File: config.mk
export PLATFORM = sky130hd
export DESIGN_NAME = id_ex_stage_flat
export DESIGN_NICKNAME = d
export VERILOG_FILES = /design/src/rtl/id_ex_if.sv /design/src/rtl/id_ex_stage.sv /design/src/flat_wrapper.sv
export SDC_FILE = /design/constraint.sdc
export NUM_CORES = 1
export LEC_CHECK = 0
export ABC_AREA = 1
export CAP_MARGIN = 20
export CORE_AREA = 2 2 135 137
export DETAILED_ROUTE_END_ITERATION = 8
export DIE_AREA = 0 0 137 139
export MAX_ROUTING_LAYER = met4
export PLACE_DENSITY = 0.85
export SLEW_MARGIN = 20
export SYNTH_ARGS = -nofsm -noshare
export SYNTH_HDL_FRONTEND = slang
export SYNTH_SLANG_ARGS = --single-unit
export TNS_END_PERCENT = 20
File: constraint.sdc
create_clock -name clk -period 3.5 [get_ports clk]
set_input_delay 0.7 -clock clk [delete_from_list [all_inputs] [get_ports clk]]
set_output_delay 0.7 -clock clk [all_outputs]
set_load 0.01 [all_outputs]
File: src/rtl/id_ex_if.sv
// rtl/id_ex_if.sv - ID-side and EX-side signal bundle of the ID/EX pipeline stage
interface id_ex_if #(
    parameter int DW = 32,
    parameter int RW = 5
);
    logic          id_RegWrite, id_alusrc, id_branch, id_branchnot, id_jump, id_MemRead, id_MemWrite;
    logic [1:0]    id_aluop, id_MemtoReg, id_RegDst;
    logic [DW-1:0] id_pc4, id_rd1, id_rd2, id_imm;
    logic [RW-1:0] id_rs, id_rt, id_rd;

    logic          ex_RegWrite, ex_alusrc, ex_branch, ex_branchnot, ex_jump, ex_MemRead, ex_MemWrite;
    logic [1:0]    ex_aluop, ex_MemtoReg, ex_RegDst;
    logic [DW-1:0] ex_pc4, ex_rd1, ex_rd2, ex_imm;
    logic [RW-1:0] ex_rs, ex_rt, ex_rd;

    modport master (
        output id_RegWrite, id_alusrc, id_branch, id_branchnot, id_jump, id_MemRead, id_MemWrite,
        output id_aluop, id_MemtoReg, id_RegDst,
        output id_pc4, id_rd1, id_rd2, id_imm,
        output id_rs, id_rt, id_rd,
        input  ex_RegWrite, ex_alusrc, ex_branch, ex_branchnot, ex_jump, ex_MemRead, ex_MemWrite,
        input  ex_aluop, ex_MemtoReg, ex_RegDst,
        input  ex_pc4, ex_rd1, ex_rd2, ex_imm,
        input  ex_rs, ex_rt, ex_rd
    );

    modport slave (
        input  id_RegWrite, id_alusrc, id_branch, id_branchnot, id_jump, id_MemRead, id_MemWrite,
        input  id_aluop, id_MemtoReg, id_RegDst,
        input  id_pc4, id_rd1, id_rd2, id_imm,
        input  id_rs, id_rt, id_rd,
        output ex_RegWrite, ex_alusrc, ex_branch, ex_branchnot, ex_jump, ex_MemRead, ex_MemWrite,
        output ex_aluop, ex_MemtoReg, ex_RegDst,
        output ex_pc4, ex_rd1, ex_rd2, ex_imm,
        output ex_rs, ex_rt, ex_rd
    );
endinterface

File: src/rtl/id_ex_stage.sv
// rtl/id_ex_stage.sv - ID/EX pipeline register with load-use stall detection and bubble counter
module id_ex_stage #(
    parameter int DW = 32,
    parameter int RW = 5,
    parameter int CW = 16
) (
    input  logic          clk,
    input  logic          rst,
    input  logic          hold,
    input  logic          flush,
    id_ex_if.slave        bus,
    output logic          stall,
    output logic [CW-1:0] bubble_cnt
);
    typedef struct packed {
        logic          reg_write;
        logic          alusrc;
        logic          branch;
        logic          branchnot;
        logic          jump;
        logic          mem_read;
        logic          mem_write;
        logic [1:0]    aluop;
        logic [1:0]    memto_reg;
        logic [1:0]    reg_dst;
        logic [DW-1:0] pc4;
        logic [DW-1:0] rd1;
        logic [DW-1:0] rd2;
        logic [DW-1:0] imm;
        logic [RW-1:0] rs;
        logic [RW-1:0] rt;
        logic [RW-1:0] rd;
    } stage_t;

    stage_t        id_s;
    stage_t        ex_d, ex_q;
    logic [CW-1:0] bubble_cnt_d, bubble_cnt_q;

    always_comb begin
        id_s.reg_write = bus.id_RegWrite;
        id_s.alusrc    = bus.id_alusrc;
        id_s.branch    = bus.id_branch;
        id_s.branchnot = bus.id_branchnot;
        id_s.jump      = bus.id_jump;
        id_s.mem_read  = bus.id_MemRead;
        id_s.mem_write = bus.id_MemWrite;
        id_s.aluop     = bus.id_aluop;
        id_s.memto_reg = bus.id_MemtoReg;
        id_s.reg_dst   = bus.id_RegDst;
        id_s.pc4       = bus.id_pc4;
        id_s.rd1       = bus.id_rd1;
        id_s.rd2       = bus.id_rd2;
        id_s.imm       = bus.id_imm;
        id_s.rs        = bus.id_rs;
        id_s.rt        = bus.id_rt;
        id_s.rd        = bus.id_rd;
    end

    // rt is compared even for instructions that do not read it; a spurious stall only costs a cycle
    assign stall = ex_q.mem_read && (ex_q.rt != '0) &&
                   ((ex_q.rt == bus.id_rs) || (ex_q.rt == bus.id_rt));

    always_comb begin
        ex_d         = ex_q;
        bubble_cnt_d = bubble_cnt_q;
        if (!hold) begin
            if (flush || stall) begin
                ex_d = '0;
                if (bubble_cnt_q != {CW{1'b1}}) begin
                    bubble_cnt_d = bubble_cnt_q + CW'(1);
                end
            end else begin
                ex_d = id_s;
            end
        end
    end

    always_ff @(posedge clk) begin
        if (rst) begin
            ex_q         <= '0;
            bubble_cnt_q <= '0;
        end else begin
            ex_q         <= ex_d;
            bubble_cnt_q <= bubble_cnt_d;
        end
    end

    assign bubble_cnt       = bubble_cnt_q;
    assign bus.ex_RegWrite  = ex_q.reg_write;
    assign bus.ex_alusrc    = ex_q.alusrc;
    assign bus.ex_branch    = ex_q.branch;
    assign bus.ex_branchnot = ex_q.branchnot;
    assign bus.ex_jump      = ex_q.jump;
    assign bus.ex_MemRead   = ex_q.mem_read;
    assign bus.ex_MemWrite  = ex_q.mem_write;
    assign bus.ex_aluop     = ex_q.aluop;
    assign bus.ex_MemtoReg  = ex_q.memto_reg;
    assign bus.ex_RegDst    = ex_q.reg_dst;
    assign bus.ex_pc4       = ex_q.pc4;
    assign bus.ex_rd1       = ex_q.rd1;
    assign bus.ex_rd2       = ex_q.rd2;
    assign bus.ex_imm       = ex_q.imm;
    assign bus.ex_rs        = ex_q.rs;
    assign bus.ex_rt        = ex_q.rt;
    assign bus.ex_rd        = ex_q.rd;
endmodule

File: src/flat_wrapper.sv
// flat-port wrapper written by rule: the top's interface ports become plain ports
module id_ex_stage_flat 
#(
    parameter int DW = 32,
    parameter int RW = 5,
    parameter int CW = 16
)
  (clk, rst, hold, flush, stall, bubble_cnt, bus_id_RegWrite, bus_id_alusrc, bus_id_branch, bus_id_branchnot, bus_id_jump, bus_id_MemRead, bus_id_MemWrite, bus_id_aluop, bus_id_MemtoReg, bus_id_RegDst, bus_id_pc4, bus_id_rd1, bus_id_rd2, bus_id_imm, bus_id_rs, bus_id_rt, bus_id_rd, bus_ex_RegWrite, bus_ex_alusrc, bus_ex_branch, bus_ex_branchnot, bus_ex_jump, bus_ex_MemRead, bus_ex_MemWrite, bus_ex_aluop, bus_ex_MemtoReg, bus_ex_RegDst, bus_ex_pc4, bus_ex_rd1, bus_ex_rd2, bus_ex_imm, bus_ex_rs, bus_ex_rt, bus_ex_rd);
  id_ex_if #(.DW(DW), .RW(RW)) bus_i ();
  input  logic clk;
  input  logic rst;
  input  logic hold;
  input  logic flush;
  output logic stall;
  output logic [CW-1:0] bubble_cnt;
  input wire logic [$bits(bus_i.id_RegWrite)-1:0] bus_id_RegWrite;
  input wire logic [$bits(bus_i.id_alusrc)-1:0] bus_id_alusrc;
  input wire logic [$bits(bus_i.id_branch)-1:0] bus_id_branch;
  input wire logic [$bits(bus_i.id_branchnot)-1:0] bus_id_branchnot;
  input wire logic [$bits(bus_i.id_jump)-1:0] bus_id_jump;
  input wire logic [$bits(bus_i.id_MemRead)-1:0] bus_id_MemRead;
  input wire logic [$bits(bus_i.id_MemWrite)-1:0] bus_id_MemWrite;
  input wire logic [$bits(bus_i.id_aluop)-1:0] bus_id_aluop;
  input wire logic [$bits(bus_i.id_MemtoReg)-1:0] bus_id_MemtoReg;
  input wire logic [$bits(bus_i.id_RegDst)-1:0] bus_id_RegDst;
  input wire logic [$bits(bus_i.id_pc4)-1:0] bus_id_pc4;
  input wire logic [$bits(bus_i.id_rd1)-1:0] bus_id_rd1;
  input wire logic [$bits(bus_i.id_rd2)-1:0] bus_id_rd2;
  input wire logic [$bits(bus_i.id_imm)-1:0] bus_id_imm;
  input wire logic [$bits(bus_i.id_rs)-1:0] bus_id_rs;
  input wire logic [$bits(bus_i.id_rt)-1:0] bus_id_rt;
  input wire logic [$bits(bus_i.id_rd)-1:0] bus_id_rd;
  output wire logic [$bits(bus_i.ex_RegWrite)-1:0] bus_ex_RegWrite;
  output wire logic [$bits(bus_i.ex_alusrc)-1:0] bus_ex_alusrc;
  output wire logic [$bits(bus_i.ex_branch)-1:0] bus_ex_branch;
  output wire logic [$bits(bus_i.ex_branchnot)-1:0] bus_ex_branchnot;
  output wire logic [$bits(bus_i.ex_jump)-1:0] bus_ex_jump;
  output wire logic [$bits(bus_i.ex_MemRead)-1:0] bus_ex_MemRead;
  output wire logic [$bits(bus_i.ex_MemWrite)-1:0] bus_ex_MemWrite;
  output wire logic [$bits(bus_i.ex_aluop)-1:0] bus_ex_aluop;
  output wire logic [$bits(bus_i.ex_MemtoReg)-1:0] bus_ex_MemtoReg;
  output wire logic [$bits(bus_i.ex_RegDst)-1:0] bus_ex_RegDst;
  output wire logic [$bits(bus_i.ex_pc4)-1:0] bus_ex_pc4;
  output wire logic [$bits(bus_i.ex_rd1)-1:0] bus_ex_rd1;
  output wire logic [$bits(bus_i.ex_rd2)-1:0] bus_ex_rd2;
  output wire logic [$bits(bus_i.ex_imm)-1:0] bus_ex_imm;
  output wire logic [$bits(bus_i.ex_rs)-1:0] bus_ex_rs;
  output wire logic [$bits(bus_i.ex_rt)-1:0] bus_ex_rt;
  output wire logic [$bits(bus_i.ex_rd)-1:0] bus_ex_rd;
  assign bus_i.id_RegWrite = bus_id_RegWrite;
  assign bus_i.id_alusrc = bus_id_alusrc;
  assign bus_i.id_branch = bus_id_branch;
  assign bus_i.id_branchnot = bus_id_branchnot;
  assign bus_i.id_jump = bus_id_jump;
  assign bus_i.id_MemRead = bus_id_MemRead;
  assign bus_i.id_MemWrite = bus_id_MemWrite;
  assign bus_i.id_aluop = bus_id_aluop;
  assign bus_i.id_MemtoReg = bus_id_MemtoReg;
  assign bus_i.id_RegDst = bus_id_RegDst;
  assign bus_i.id_pc4 = bus_id_pc4;
  assign bus_i.id_rd1 = bus_id_rd1;
  assign bus_i.id_rd2 = bus_id_rd2;
  assign bus_i.id_imm = bus_id_imm;
  assign bus_i.id_rs = bus_id_rs;
  assign bus_i.id_rt = bus_id_rt;
  assign bus_i.id_rd = bus_id_rd;
  assign bus_ex_RegWrite = bus_i.ex_RegWrite;
  assign bus_ex_alusrc = bus_i.ex_alusrc;
  assign bus_ex_branch = bus_i.ex_branch;
  assign bus_ex_branchnot = bus_i.ex_branchnot;
  assign bus_ex_jump = bus_i.ex_jump;
  assign bus_ex_MemRead = bus_i.ex_MemRead;
  assign bus_ex_MemWrite = bus_i.ex_MemWrite;
  assign bus_ex_aluop = bus_i.ex_aluop;
  assign bus_ex_MemtoReg = bus_i.ex_MemtoReg;
  assign bus_ex_RegDst = bus_i.ex_RegDst;
  assign bus_ex_pc4 = bus_i.ex_pc4;
  assign bus_ex_rd1 = bus_i.ex_rd1;
  assign bus_ex_rd2 = bus_i.ex_rd2;
  assign bus_ex_imm = bus_i.ex_imm;
  assign bus_ex_rs = bus_i.ex_rs;
  assign bus_ex_rt = bus_i.ex_rt;
  assign bus_ex_rd = bus_i.ex_rd;
  id_ex_stage #(.DW(DW), .RW(RW), .CW(CW)) u_core (.clk(clk), .rst(rst), .hold(hold), .flush(flush), .bus(bus_i), .stall(stall), .bubble_cnt(bubble_cnt));
endmodule
* Yosys cells after proc, flatten, opt, wreduce, memory -nomap -nowiden *
Index checks and enable logic that the tools add are counted.

storage, ports and cells
  flip-flop bits (word level) = 172
  input bits = 160
  output and inout bits = 173
  logic and storage cells = 30

operators by class
  $add $sub $neg = 1
  eq/ne operators = 3
  mux-type cells = 1
  bitwise logic cells = 1
  reduce and logical (&&, ||, !) cells = 6

operators with widths
  cell                     number
  $mux W156                1
  $add A16 B1 Y16 const B  1
  $ne A16 B16 Y1 const B   1
  $eq A5 B5 Y1             2
  $reduce_bool A5 Y1       1
  $reduce_and A3 Y1        1
  $logic_and A1 B1 Y1      2
  $logic_or A1 B1 Y1       2
  $not A1 Y1               1

* Logic depth before layout (Yosys ltp) *
  depth after elaboration = 5
  gate-level depth with buffers = 12
  gate-level depth less buffers = 11

* Least setup slack after synthesis *
No wires, ideal clock.

  path type = in2out
  start point = input port bus_id_rt[4]
  end point = output port stall
  arrival time = 1.497 ns
  data required time = 2.800 ns
  setup slack = 1.303 ns
  stages on the path = 10
  buffers on the path = 2
  cell sequence = inv_1 > nand2_1 > nand2_1 > nor2_1 > nand3_2 > nand2_2 > nand2_4 > buf_6 > buf_6 > inv_1

on the way
  longest elaborated chain between the ends = 3

ends and longest elaborated chain
  element              RTL line            RTL
  start, declared      flat_wrapper.sv:31  input wire logic [$bits(bus_i.id_rt)-1:0] bus_id_rt;
  $eq A5 B5 Y1         id_ex_stage.sv:61   ((ex_q.rt == bus.id_rs) || (ex_q.rt == bus.id_rt));
  $logic_or A1 B1 Y1   id_ex_stage.sv:61
  $logic_and A1 B1 Y1  id_ex_stage.sv:60   assign stall = ex_q.mem_read && (ex_q.rt != '0) &&
  end, declared        flat_wrapper.sv:14  output logic stall;

No other way between the ends.

* Worst setup path after layout *
  start point = input port bus_id_rt[1]
  end point = output port stall

Same word-level chain as after synthesis.

==> run summary <==
- 0.01037 ns — Layout Skew
- 0 — buffers inserted by post-CTS timing repair
- sky130_fd_sc_hd__dfxtp_1 — Primary FF master, synth
- sky130_fd_sc_hd__dfxtp_1 — area leader, netlist
- 4 — number of levels the H-tree was split into
- 7358 — number of global-route vias before repair
- 0 — post-CTS resize count
- 4015 um^2 — area of the multi-input gates
- 0 — antenna viol nets, final
- 46.07% — initial cell density of the core
- 0 — number of warnings printed during yosys synthesis
- 0.42 ns — Worst-Skew Late Latency
- 2 — maximum clock insertion buffer count
- 0 — hold_buf cts
- 172 — sinks on the clock net
- 49 — count of standard-cell rows
- 5.288 — post-DR vias/cell
- 36.03% — max-slew headroom at the worst pin
- 21.63% — fraction of layout cells with a size suffix above 1
- 42.33% — portion of the post-synthesis area used by sequential elements
- 0 — number of antenna violations at the first check in global routing
- 0 — number of hold violations in the final report
- no — setup repair after global routing missed its margin
- 17660 um^2 — area of the core
- 7493 — number of vias after detailed routing
- 86.91% — final critical-path share of the clock period
- 1407 — filler cell count
- 19040 um^2 — DIE AREA
- in -> out — critical path start-end classification
- 172 — Yosys reg bits
- 2.34 ns — arrival time at the worst endpoint
- 16360 um — final HPWL from detailed placement
- 0.0003343 V — maximum vdd ir drop
- 4636 uW — total design power
- yes — TritonCTS clock tree
- 0.8334 — GPL Wtd Cong
- 0 — residual DRC count
- 0% — share of synthesized registers carrying an async set or reset
- 38650 um — wire length of the first global-routing pass
- 524 — Starting DRT DRC Count
- 11340 um^2 — area of placed instances
- 5 — First-pass DRT Iterations
- sky130_fd_sc_hd__clkbuf_16 — buffer type at the clock tree root
- 3443 um^2 — Seq. cell area
- completed — run status
- 333 — # IOs
- 0 ns — final-layout setup total negative slack
- 0 — total count of max-transition violations in the final report
- sky130_fd_sc_hd__nand2_1 — cell with the most instances after synthesis
- 26.20% — global router's overall resource usage
- 27 — number of library cell types mapped by synthesis
- 0.004470 uW — Leakage Power
- 0.9595 ns — slew of the pin with the lowest slew margin
- 139 um — die boundary height
- 8134 um^2 — netlist area before placement
- 3.042 ns — time the worst path needs with I/O delays and setup
- 158 — largest net degree at the start of global routing
- 137 um — die width
- 3 — critical-path maximum fanout
- reg -> reg — HP Class
- 11910 um^2 — final design instance area without fill
- 17 — clock buffers created by TritonCTS
- sky130_fd_sc_hd__nand2_1 (211), sky130_fd_sc_hd__dfxtp_1 (172), sky130_fd_sc_hd__nand4_2 (100), sky130_fd_sc_hd__a21oi_2 (99), sky130_fd_sc_hd__a21oi_1 (73) — most instantiated cells after synthesis
- 0 — EDFF count, synth
- 389.1 nW/um^2 — Power Dens Cells
- sky130_fd_sc_hd__dfxtp_1 (42%), sky130_fd_sc_hd__nand4_2 (15%), sky130_fd_sc_hd__a21oi_2 (11%) — main area contributors after synthesis
- primary input — Worst Setup Start Kind
- 0 — max cap viols
- 901 — number of instances in the synthesized netlist
- output pin — critical path endpoint category
- 0 — number of diodes
- 42.33% — share of the synthesized area in the top cell type
- 1336 — Post-layout nets
- 0.07 ns — CTS clock-pin slew for the worst setup and hold paths
- 17.39 um — wire length per cell after detailed routing
- 2.80 ns — data required time of the worst path
- 1062 — syn_nets
- 328.7 MHz — peak clock frequency supported by timing
- 0 — final setup vio count
- 9.028 um^2 — synthesized area divided by synthesized cell count
- 0 — Congestion Overflow GR
- 67.47% — Post-Route Utilization
- 332 — port bufs
- 46.45% — relative area change from synthesis to final layout
- 24640 um — final WL
-- metal layers --
layer / routed length (um) / global-route usage (%) / vias up
met2: 11890 / 40.35 / 262
met3: 1769 / 6.981 / 63
li1: - / - / 3682
met1: 10050 / 31.84 / 3486
met5: 0 / - / -
met4: 925 / 11.94 / 0
-- sequential cells by signal, summed over array words and instances (netlist names), 2 cells and up --
signal,count
u_core.bus.ex_rd2,32
u_core.bus.ex_rd1,32
u_core.bus.ex_rd,5
u_core.bus.ex_rs,5
u_core.bus.ex_RegDst,2
u_core.bus.ex_imm,32
u_core.bus.ex_pc4,32
u_core.bus.ex_aluop,2
u_core.bus.ex_rt,5
u_core.bubble_cnt,16
u_core.bus.ex_MemtoReg,2
-- stage by stage --
step / cells / worst slack (ns) / hold WS, ns
finish: 1417 / 0.4580 / 0.4647
global route: 1417 / 0.3548 / 0.4854
CTS: 1417 / 0.4752 / 0.4646
detailed placement: 1385 / 0.3882 / 0.4547
global placement: 1385 / 0.4291 / 0.4510
floorplan: 901 / 1.303 / 0.4805
-- power breakdown --
group          internal (uW)  switching (uW)
combinational            378             344
sequential              2030            40.5
clock                   1010             835
total                   3420            1220
-- critical path: stages --
cell,delay [ns]
sky130_fd_sc_hd__clkdlybuf4s50_1,0.53
sky130_fd_sc_hd__inv_1,0.05
sky130_fd_sc_hd__nand2_1,0.05
sky130_fd_sc_hd__nand2_1,0.05
sky130_fd_sc_hd__nor2_1,0.12
sky130_fd_sc_hd__nand3_2,0.08
sky130_fd_sc_hd__nand2_2,0.11
sky130_fd_sc_hd__nand2_8,0.06
sky130_fd_sc_hd__inv_1,0.06
sky130_fd_sc_hd__clkdlybuf4s50_1,0.53
-- cell families after synthesis --
kind of cell | share of synthesized area (%)
adders and majority gates | 0.1538
xor gates and xnor gates | 0.2154
DFF | 42.33
AOI/OAI and AO/OA | 15.32
and+or+nand+nor | 33.56
buffers and inverters | 8.414
-- final timing paths --
path / from / to / slack, ns / cells past startpoint
worst min-delay path: u_core.bus.ex_rs[1]$_SDFFE_PP0N_ / u_core.bus.ex_rs[1]$_SDFFE_PP0N_ / 0.46 / 2
worst min register to register: u_core.bus.ex_rs[1]$_SDFFE_PP0N_ / u_core.bus.ex_rs[1]$_SDFFE_PP0N_ / 0.46 / 2
worst max register to register: u_core.bus.ex_rt[1]$_SDFFE_PP0N_ / u_core.bubble_cnt[8]$_SDFFE_PP0P_ / 1.12 / 9
worst max-delay path: bus_id_rt[1] / stall / 0.46 / 10
-- layout make-up --
cell class / count / area share, %
well taps: 229 / 2.405
inverters: 26 / 0.9033
multi-input cells: 614 / 33.70
repair buffers: 344 / 29.27
clock inverters: 14 / 1.124
clock buffers: 18 / 3.687
flip-flops and latches: 172 / 28.90
-- placed cells by master (no fill, tap or decap), types with 4 or more instances in the layout --
cell type and n:
sky130_fd_sc_hd__buf_12 6, sky130_fd_sc_hd__a21oi_1 73, sky130_fd_sc_hd__buf_4 7, sky130_fd_sc_hd__dfxtp_1 172, sky130_fd_sc_hd__nand4_1 57, sky130_fd_sc_hd__a21oi_2 99
sky130_fd_sc_hd__clkdlybuf4s50_1 330, sky130_fd_sc_hd__nand2_1 211, sky130_fd_sc_hd__nand3_1 22, sky130_fd_sc_hd__inv_6 7, sky130_fd_sc_hd__inv_1 23, sky130_fd_sc_hd__nand4_2 100
sky130_fd_sc_hd__clkinv_4 4, sky130_fd_sc_hd__nor2_1 37, sky130_fd_sc_hd__clkbuf_16 17
No activity file was read; power rests on OpenSTA's default activity.
